$ cat src/rtl/stream_comparator.sv
// Streaming two-operand comparator with per-run Lt/Eq/Gt counters. Result latency is 1 cycle; InReady drops while a result is stalled.
// Optional running max/min of DOut2 is enabled by defining STREAM_CMP_MINMAX_EN; otherwise MaxVal/MinVal are tied to 0.
module stream_comparator #(
  parameter int WIDTH = 8,
  parameter int CNT_W = 16
) (
  input  logic             Clk,
  input  logic             Rst_n,
  input  logic             Start,
  input  logic             SignedMode,
  input  logic             InValid,
  output logic             InReady,
  input  logic [WIDTH-1:0] DOut2,
  input  logic [WIDTH-1:0] DOut1,
  input  logic             Last,
  output logic             ResValid,
  input  logic             ResReady,
  output logic             Sign,
  output logic             Equal,
  output logic [CNT_W-1:0] LtCount,
  output logic [CNT_W-1:0] EqCount,
  output logic [CNT_W-1:0] GtCount,
  output logic             Done,
  output logic [WIDTH-1:0] MaxVal,
  output logic [WIDTH-1:0] MinVal
);

  typedef enum logic [1:0] {IDLE, RUN, DONE} state_t;

  state_t           state_q, state_d;
  logic             res_vld_q, res_vld_d;
  logic             sign_q, sign_d;
  logic             equal_q, equal_d;
  logic [CNT_W-1:0] lt_cnt_q, lt_cnt_d;
  logic [CNT_W-1:0] eq_cnt_q, eq_cnt_d;
  logic [CNT_W-1:0] gt_cnt_q, gt_cnt_d;
  logic             accept;
  logic             pair_lt;
  logic             pair_eq;

  // With differing sign bits in signed mode, the negative operand is the smaller one.
  function automatic logic less_than(input logic [WIDTH-1:0] a, input logic [WIDTH-1:0] b,
                                     input logic sgn);
    if (sgn && (a[WIDTH-1] != b[WIDTH-1])) return a[WIDTH-1];
    return a < b;
  endfunction

  function automatic logic [CNT_W-1:0] sat_inc(input logic [CNT_W-1:0] v);
    if (&v) return v;
    return v + 1'b1;
  endfunction

  assign InReady = (state_q == RUN) && !Start && (!res_vld_q || ResReady);
  assign accept  = InValid && InReady;
  assign pair_lt = less_than(DOut2, DOut1, SignedMode);
  assign pair_eq = (DOut2 == DOut1);

  always_comb begin
    state_d   = state_q;
    res_vld_d = res_vld_q;
    sign_d    = sign_q;
    equal_d   = equal_q;
    lt_cnt_d  = lt_cnt_q;
    eq_cnt_d  = eq_cnt_q;
    gt_cnt_d  = gt_cnt_q;

    case (state_q)
      IDLE:    if (Start) state_d = RUN;
      RUN:     if (accept && Last) state_d = DONE;
      DONE:    if (Start) state_d = RUN;
      default: state_d = IDLE;
    endcase

    if (Start) begin
      lt_cnt_d = '0;
      eq_cnt_d = '0;
      gt_cnt_d = '0;
    end else if (accept) begin
      if (pair_eq)      eq_cnt_d = sat_inc(eq_cnt_q);
      else if (pair_lt) lt_cnt_d = sat_inc(lt_cnt_q);
      else              gt_cnt_d = sat_inc(gt_cnt_q);
    end

    // A new accept overrides a retiring result; otherwise the result is held until taken.
    if (accept) begin
      res_vld_d = 1'b1;
      sign_d    = pair_lt;
      equal_d   = pair_eq;
    end else if (ResReady) begin
      res_vld_d = 1'b0;
    end
  end

  always_ff @(posedge Clk or negedge Rst_n) begin
    if (!Rst_n) begin
      state_q   <= IDLE;
      res_vld_q <= 1'b0;
      sign_q    <= 1'b0;
      equal_q   <= 1'b0;
      lt_cnt_q  <= '0;
      eq_cnt_q  <= '0;
      gt_cnt_q  <= '0;
    end else begin
      state_q   <= state_d;
      res_vld_q <= res_vld_d;
      sign_q    <= sign_d;
      equal_q   <= equal_d;
      lt_cnt_q  <= lt_cnt_d;
      eq_cnt_q  <= eq_cnt_d;
      gt_cnt_q  <= gt_cnt_d;
    end
  end

  assign ResValid = res_vld_q;
  assign Sign     = sign_q;
  assign Equal    = equal_q;
  assign LtCount  = lt_cnt_q;
  assign EqCount  = eq_cnt_q;
  assign GtCount  = gt_cnt_q;
  assign Done     = (state_q == DONE);

`ifdef STREAM_CMP_MINMAX_EN
  logic [WIDTH-1:0] max_q, max_d;
  logic [WIDTH-1:0] min_q, min_d;
  logic             first_q, first_d;

  always_comb begin
    max_d   = max_q;
    min_d   = min_q;
    first_d = first_q;
    if (Start) begin
      max_d   = '0;
      min_d   = '0;
      first_d = 1'b1;
    end else if (accept) begin
      first_d = 1'b0;
      // The first pair of a run seeds both extremes regardless of their cleared value.
      if (first_q || less_than(max_q, DOut2, SignedMode)) max_d = DOut2;
      if (first_q || less_than(DOut2, min_q, SignedMode)) min_d = DOut2;
    end
  end

  always_ff @(posedge Clk or negedge Rst_n) begin
    if (!Rst_n) begin
      max_q   <= '0;
      min_q   <= '0;
      first_q <= 1'b0;
    end else begin
      max_q   <= max_d;
      min_q   <= min_d;
      first_q <= first_d;
    end
  end

  assign MaxVal = max_q;
  assign MinVal = min_q;
`else
  assign MaxVal = '0;
  assign MinVal = '0;
`endif

endmodule
$ cat config.mk
export PLATFORM = sky130hd
export DESIGN_NAME = stream_comparator
export DESIGN_NICKNAME = d
export VERILOG_FILES = /design/src/rtl/stream_comparator.sv
export SDC_FILE = /design/constraint.sdc
export NUM_CORES = 1
export LEC_CHECK = 0
export BUFFER_PORTS_ARGS = -buffer_cell sky130_fd_sc_hd__buf_2
export CAP_MARGIN = 15
export CORE_ASPECT_RATIO = 0.7
export CORE_MARGIN = 8
export CORE_UTILIZATION = 30
export DETAILED_ROUTE_END_ITERATION = 7
export HOLD_SLACK_MARGIN = 0.06
export PLACE_DENSITY = 0.47
export SYNTH_ARGS = -nofsm -noshare
export SYNTH_HDL_FRONTEND = slang
export SYNTH_SLANG_ARGS = --single-unit
$ cat constraint.sdc
create_clock -name Clk -period 2.81 [get_ports Clk]
set_clock_uncertainty 0.05 [all_clocks]
set_input_delay 0.1405 -clock Clk [delete_from_list [all_inputs] [get_ports Clk]]
set_output_delay 0.1405 -clock Clk [all_outputs]
set_load 0.02 [all_outputs]
==> results by group, run 1 <==
Run status
  – Status: finished clean

Timing
  – Pins Over Slew Limit: 0
  – Final hold violation count: 0
  – Slew headroom: 63.8%
  – RSZ-0062 raised after global routing: no
  – Fin crit share: 85.9%
  – Fmax achieved: 414 MHz
  – Final setup TNS: 0 ps
  – Final Critical Period: 2410 ps
  – Worst-Margin Slew: 543 ps
  – Final setup vio count: 0

Floorplan
  – Std-Cell Rows: 31
  – Initial Utilization: 30.4%
  – Die area: 13800 µm²
  – Core Area: 10200 µm²
  – Die Y: 101 µm
  – Die Span X: 137 µm
  – I/O pin count: 92

CTS
  – Clock sink count: 53
  – CTS tree: built
  – Clock Path Buffers: 2
  – Clock Latency Late Sink: 300 ps
  – Clock slew at reported path FFs: 70 ps
  – H-tree levels: 2
  – CTS Buf Count: 5
  – Post-CTS Setup Inserts: 0
  – Cts hold-fix bufs: 2
  – Post-CTS sizing: 0
  – Root buffer cell: clkbuf_16

Final layout
  – Area Overhead vs Synth: 22.3%
  – N_diodes: 0
  – NumNets Final: 445
  – Non-filler cells, final: 544
  – Util after Layout: 37.1%
  – Fill cell count: 1062
  – Share of cells above drive strength 1: 25.7%
  – Post-route cell area: 3770 µm²

Setup path
  – Critical path, cell by cell: and4_4 -> and3_4 -> a311o_1 -> or3_4 -> or4_1 -> a21oi_1
  – WP data required: 2980 ps
  – Critical Path Start Type: flip-flop
  – RR Endpoint: LtCount[15]
  – CP Max Fanout: 20
  – Critical Path End: LtCount[15]
  – CP delay by family, top: simple AND/OR/NAND/NOR gates
  – R2R depth: 6
  – Slowest-stage cell, CP: or4_1
  – WP buf/inv: 0
  – Critical path class: reg -> reg
  – R2r startpoint: LtCount[5]
  – Setup crit end kind: flip-flop
  – Worst path depth: 6
  – Data arrival time of the critical path: 2580 ps
  – CP Launch Point: LtCount[5]
  – Reg2reg setup slack: 400 ps
  – Worst path max stage delay: 490 ps

Global route
  – Number of global-route vias before repair: 2698
  – First-pass GRT wire length: 14100 µm
  – GRT Residual Overflow: 0
  – Initial antenna violation count: 0
  – Tot GR Track Use: 12.9%
  – Largest net degree at the start of global routing: 39

Min path
  – Worst min path class: in -> reg
  – Worst Hold Depth: 3

Pwr
  – VDD IR-drop max: 0.000322 V
  – Clock power share: 43.0%
  – PwrDens: 492 nW/µm²
  – Total Power: 1.86 mW
  – Switching fraction of total power: 25.7%
  – Pleak: 1.86 nW
  – Register share of total power: 43.8%
  – Pint: 1.38 mW
  – NetSw: 477 µW
  – Comb pwr share: 13.2%

Yosys
  – Post-synthesis sequential area ratio: 43.0%
  – Synth area leader: dfrtp_1
  – Asr flop ratio synth: 100%
  – Post-synth top area share: 43.0%
  – Flops & latches, synth: 53
  – Synth Instances: 331
  – Cell variety after synth: 56
  – Post-Syn Area: 3090 µm²
  – Avg Cell Area, Syn: 9.32 µm²
  – Syn. warnings: 0
  – Post-synth EDFFs: 0
  – Synth top area cells: dfrtp_1 43%, ha_1 4.5%, buf_4 3.9%
  – Dominant synthesized flop cell: dfrtp_1

Route
  – DRT Pass-1 Iters: 4
  – Vias post-DR: 2706
  – Post-route DRC: 0
  – Post-route ant nets: 0
  – Routed vias/inst: 4.97
  – WL final: 8620 µm
  – Iteration-0 DRC Markers: 130
  – Wirelength per Cell: 15.8 µm

Place
  – Placed cell area: 3560 µm²
  – Routability cong.: 0.792
  – Dpl hpwl: 6500 µm
  – I/O Buffers: 75
  – Placed cell count: 534

Job
  – Total of max-cap violations: 0
## power by group through the flow
stage                     combinational (mW)  clock, mW  sequential (mW)
after floorplan                        0.151          0            0.845
after global placement                 0.244          0            0.828
after detailed placement               0.248          0            0.829
after CTS                              0.251      0.827            0.814
after global routing                   0.276      0.858            0.818
final                                  0.245      0.798            0.814
## final cells by class
| cell class | count | area [µm²] | area share [%] |
|---|---|---|---|
| clock buffers | 5 | 125 | 3.31 |
| clock inverters | 3 | 65.1 | 1.72 |
| inverters | 11 | 41.3 | 1.09 |
| multi-input cells | 253 | 1580 | 41.9 |
| flip-flops and latches | 53 | 1330 | 35.1 |
| well taps | 132 | 165 | 4.38 |
| repair buffers | 87 | 470 | 12.5 |
## per-layer routing
metal | track usage, % | part of all wire, % | up-vias
met5 | 0 | 0 | -
met4 | 3.49 | 0.88 | 0
met3 | 4.03 | 6.6 | 7
met2 | 18.8 | 43 | 51
met1 | 17.7 | 50 | 1313
li1 | - | - | 1335
## stage by stage
step | setup slack [ps] | hold WS (ps)
finish | 395 | 133
CTS | 410 | 119
detailed placement | 364 | 114
floorplan | 506 | -205
global placement | 446 | 115
global route | 262 | 155
## registers in the layout (all words and copies together), names as in the netlist
name and flops:
Equal 1, state_q 2, Sign 1, EqCount 16
LtCount 16, GtCount 16, ResValid 1
## cells in the final DEF (no fill, tap or decap), types with 3 or more instances in the layout
cell	synthesis	final
dfrtp_1	53	53
and3_1	10	10
a21oi_1	22	22
o31ai_1	6	6
or4_1	4	4
and4_1	3	3
or3_1	12	12
o21ai_0	18	17
o211ai_1	4	4
clkbuf_16	0	5
o21a_1	3	3
nand2_1	28	28
nor2b_1	3	3
inv_1	11	11
or2_2	3	3
xor2_1	12	12
buf_4	16	10
nor3_1	4	4
nand3_1	19	19
ha_1	11	11
nor2_1	23	23
conb_1	1	16
buf_2	1	75
nand4_1	14	14
## worst register-to-register path, delay by kind of cell, from the launching register on
kind,cells,cell delay (ps)
AOI/OAI and AO/OA,2,480
and+or+nand+nor,4,1360
DFF,1,450
## cells by family after synthesis
family | after synthesis | share of synthesized area, %
other | 1 | 0.122
muxes | 4 | 1.38
AOI/OAI and AO/OA | 72 | 15.4
xor gates and xnor gates | 13 | 3.69
adders and majority gates | 11 | 4.46
DFF | 53 | 43.0
buffers and inverters | 40 | 7.58
and+or+nand+nor | 137 | 24.4
## cells in the mapped netlist (all sizes together) (2+ instances only)
| master | number |
|---|---|
| dfrtp | 53 |
| nand2 | 28 |
| nor2 | 23 |
| a21oi | 22 |
| buf | 20 |
| nand3 | 19 |
| o21ai | 18 |
| nand4 | 14 |
| and3 | 13 |
| or3 | 13 |
| xor2 | 12 |
| ha | 11 |
| inv | 11 |
| clkbuf | 9 |
| o31ai | 6 |
| and4 | 4 |
| nor3 | 4 |
| o211ai | 4 |
| or4 | 4 |
| nor2b | 3 |
| o21a | 3 |
| o311ai | 3 |
| o41ai | 3 |
| or2 | 3 |
| a221o | 2 |
| and2 | 2 |
| mux2 | 2 |
| mux2i | 2 |
| nor4 | 2 |
## worst min-delay path by stage
stage	startpoint	endpoint	slack (ps)
after floorplan	Rst_n	EqCount[0]	-210
after global placement	Rst_n	GtCount[12]	120
after detailed placement	Rst_n	GtCount[12]	110
after CTS	ResReady	ResValid	120
after global routing	ResReady	ResValid	160
final	ResReady	ResValid	130
No activity file was read; power rests on OpenSTA's default activity.
==> run 2: changes to the inputs <==
--- a/config.mk
+++ b/config.mk
@@ -12,7 +12,6 @@
 export CORE_UTILIZATION = 30
 export DETAILED_ROUTE_END_ITERATION = 7
 export HOLD_SLACK_MARGIN = 0.06
-export PLACE_DENSITY = 0.47
 export SYNTH_ARGS = -nofsm -noshare
 export SYNTH_HDL_FRONTEND = slang
 export SYNTH_SLANG_ARGS = --single-unit
==> results by group, run 2 (synthesis results as in run 1) <==
Timing
  – Fin crit share: 87.0% (+1.0 points)
  – Worst-Margin Slew: 675 ps (+133 ps)
  – Slew headroom: 54.6% (-9.3 points)
  – Pins Over Slew Limit: 0 (unchanged)
  – Final setup TNS: 0 ps (unchanged)
  – RSZ-0062 raised after global routing: no
  – Final hold violation count: 0 (unchanged)
  – Fmax achieved: 409 MHz (-1.2%)
  – Final setup vio count: 0 (unchanged)
  – Final Critical Period: 2440 ps (+29.1 ps)

Setup path
  – R2R depth: 6 (unchanged)
  – Setup crit end kind: flip-flop
  – Data arrival time of the critical path: 2610 ps (+30 ps)
  – Critical Path Start Type: flip-flop
  – Critical path class: reg -> reg
  – WP data required: 2970 ps (about the same)
  – R2r startpoint: state_q[1]
  – RR Endpoint: LtCount[15]
  – Reg2reg setup slack: 370 ps (-30 ps)
  – CP Max Fanout: 20 (unchanged)

CTS
  – Clock Path Buffers: 2 (unchanged)
  – Clock slew at reported path FFs: 70 ps (about the same)
  – Clock sink count: 53 (unchanged)
  – H-tree levels: 2 (unchanged)
  – CTS tree: built
  – Post-CTS sizing: 0 (unchanged)
  – CTS Buf Count: 5 (unchanged)
  – Root buffer cell: clkbuf_16
  – Post-CTS Setup Inserts: 0 (unchanged)
  – Clock Latency Late Sink: 290 ps (about the same)

Final layout
  – Share of cells above drive strength 1: 24.8% (-0.97 points)
  – Most frequent cells in the layout: 75 x buf_2, 53 x dfrtp_1, 28 x nand2_1
  – N_diodes: 0 (unchanged)
  – Post-route cell area: 3720 µm² (-1.5%)
  – Commonest non-fill, non-tap cell in the layout: buf_2
  – NumNets Final: 442 (-0.67%)
  – Fill cell count: 1042 (-1.9%)
  – Area Overhead vs Synth: 20.5%

Pwr
  – Switching fraction of total power: 27.1% (+1.4 points)
  – NetSw: 453 µW (-5.1%)
  – VDD IR-drop max: 0.000203 V (-37%)
  – Clock power share: 36.8% (-6.2 points)
  – Pint: 1.22 mW (-12%)
  – Pleak: 1.83 nW (-1.8%)
  – Register share of total power: 48.6% (+4.8 points)
  – Comb pwr share: 14.6% (+1.4 points)
  – PwrDens: 450 nW/µm² (-8.5%)
  – Total Power: 1.67 mW (-9.9%)

Place
  – I/O Buffers: 75 (unchanged)
  – Dpl hpwl: 6340 µm (-2.5%)
  – Routability cong.: 0.788 (-0.48%)
  – Placed cell area: 3550 µm² (-0.28%)

Route
  – Routed vias/inst: 5.01 (+0.63%)
  – Wirelength per Cell: 15.7 µm (-0.71%)
  – Vias post-DR: 2703 (-0.11%)
  – Post-route DRC: 0 (unchanged)
  – DRT Pass-1 Iters: 4 (unchanged)
  – Iteration-0 DRC Markers: 143 (+10%)
  – Post-route ant nets: 0 (unchanged)
  – WL final: 8490 µm (-1.4%)

Floorplan
  – I/O pin count: 92 (unchanged)
  – Die area: 13800 µm² (unchanged)
  – Die Span X: 137 µm (unchanged)
  – Initial Utilization: 30.4% (unchanged)
  – Core Area: 10200 µm² (unchanged)
  – Die Y: 101 µm (unchanged)
  – Std-Cell Rows: 31 (unchanged)

Job
  – Total of max-cap violations: 0 (unchanged)

Min path
  – Worst min path class: in -> reg
  – Worst Hold Depth: 3 (unchanged)
  – Hold path start: ResReady
  – Hold Path End: ResValid

Global route
  – Largest net degree at the start of global routing: 54 (+38%)
  – First-pass GRT wire length: 13800 µm (-2.0%)
  – Number of global-route vias before repair: 2664 (-1.3%)
  – Tot GR Track Use: 12.5% (-0.39 points)
  – Initial antenna violation count: 0 (unchanged)
  – GRT Residual Overflow: 0 (unchanged)

Run status
  – Status: finished clean
[run 2: changes by cell type in the layout (fill, tap and decap cells not counted)]
| cell | delta |
|---|---|
| buf_12 | +1 |
| buf_4 | -4 |
| bufinv_16 | -2 |
| clkbuf_1 | +1 |
| clkbuf_8 | +1 |
| clkinv_2 | -1 |
[run 2: layer usage]
metal | global-route usage (%) | vias up | part of all wire, %
met2 | 18.5 | 62 | 44
met5 | 0 | - | 0
li1 | - | 1335 | -
met1 | 17.3 | 1304 | 49
met3 | 4.13 | 2 | 6.8
met4 | 2.25 | 0 | 0.18
[run 2: layout make-up]
class | instances | area, µm² | share of cell area [%]
repair buffers | 84 | 460 | 12.4
flip-flops and latches | 53 | 1330 | 35.7
inverters | 11 | 41.3 | 1.11
clock buffers | 7 | 143 | 3.84
well taps | 132 | 165 | 4.44
multi-input cells | 253 | 1580 | 42.5
[run 2: how the worst max path moves through the flow]
stage | from | to | slack (ps) | cells after the start
final | state_q[1] | LtCount[15] | 370 | 6
after detailed placement | DOut2[7] | LtCount[15] | 370 | 8
after floorplan | LtCount[0] | LtCount[15] | 510 | 9
after global placement | DOut2[7] | LtCount[15] | 440 | 8
after global routing | state_q[1] | LtCount[15] | 250 | 6
after CTS | state_q[1] | LtCount[15] | 370 | 6
[run 2: stage by stage]
| step | cells | setup WS, ps | util [%] | hold WS [ps] |
|---|---|---|---|---|
| after floorplan | 346 | 506 | - | -205 |
| final | 540 | 366 | 36.6 | 118 |
| after detailed placement | 531 | 366 | 35.0 | 114 |
| after global routing | 540 | 246 | 36.6 | 169 |
| after global placement | 531 | 438 | 35.0 | 113 |
| after CTS | 540 | 370 | 36.6 | 130 |
[run 2: power by group through the flow]
stage	clock, mW	combinational, mW	sequential, mW
after global routing	0.666	0.272	0.818
after global placement	0	0.242	0.825
final	0.616	0.244	0.813
after CTS	0.635	0.250	0.813
after detailed placement	0	0.247	0.828
after floorplan	0	0.151	0.845
[run 2: critical path, cell delays in order (launching register included)]
cell and delay (ps):
dfrtp_1 410, and4bb_2 320, nand2_1 160, a311o_1 330, or3_4 440, or4_1 490, a21oi_1 150
[run 2: repair_timing]
| action | 4_1_cts | 5_1_grt |
|---|---|---|
| hold buffers | 2 | 0 |
| hold endpoints to repair | 54 | 0 |
| setup endpoints to repair | 0 | 0 |
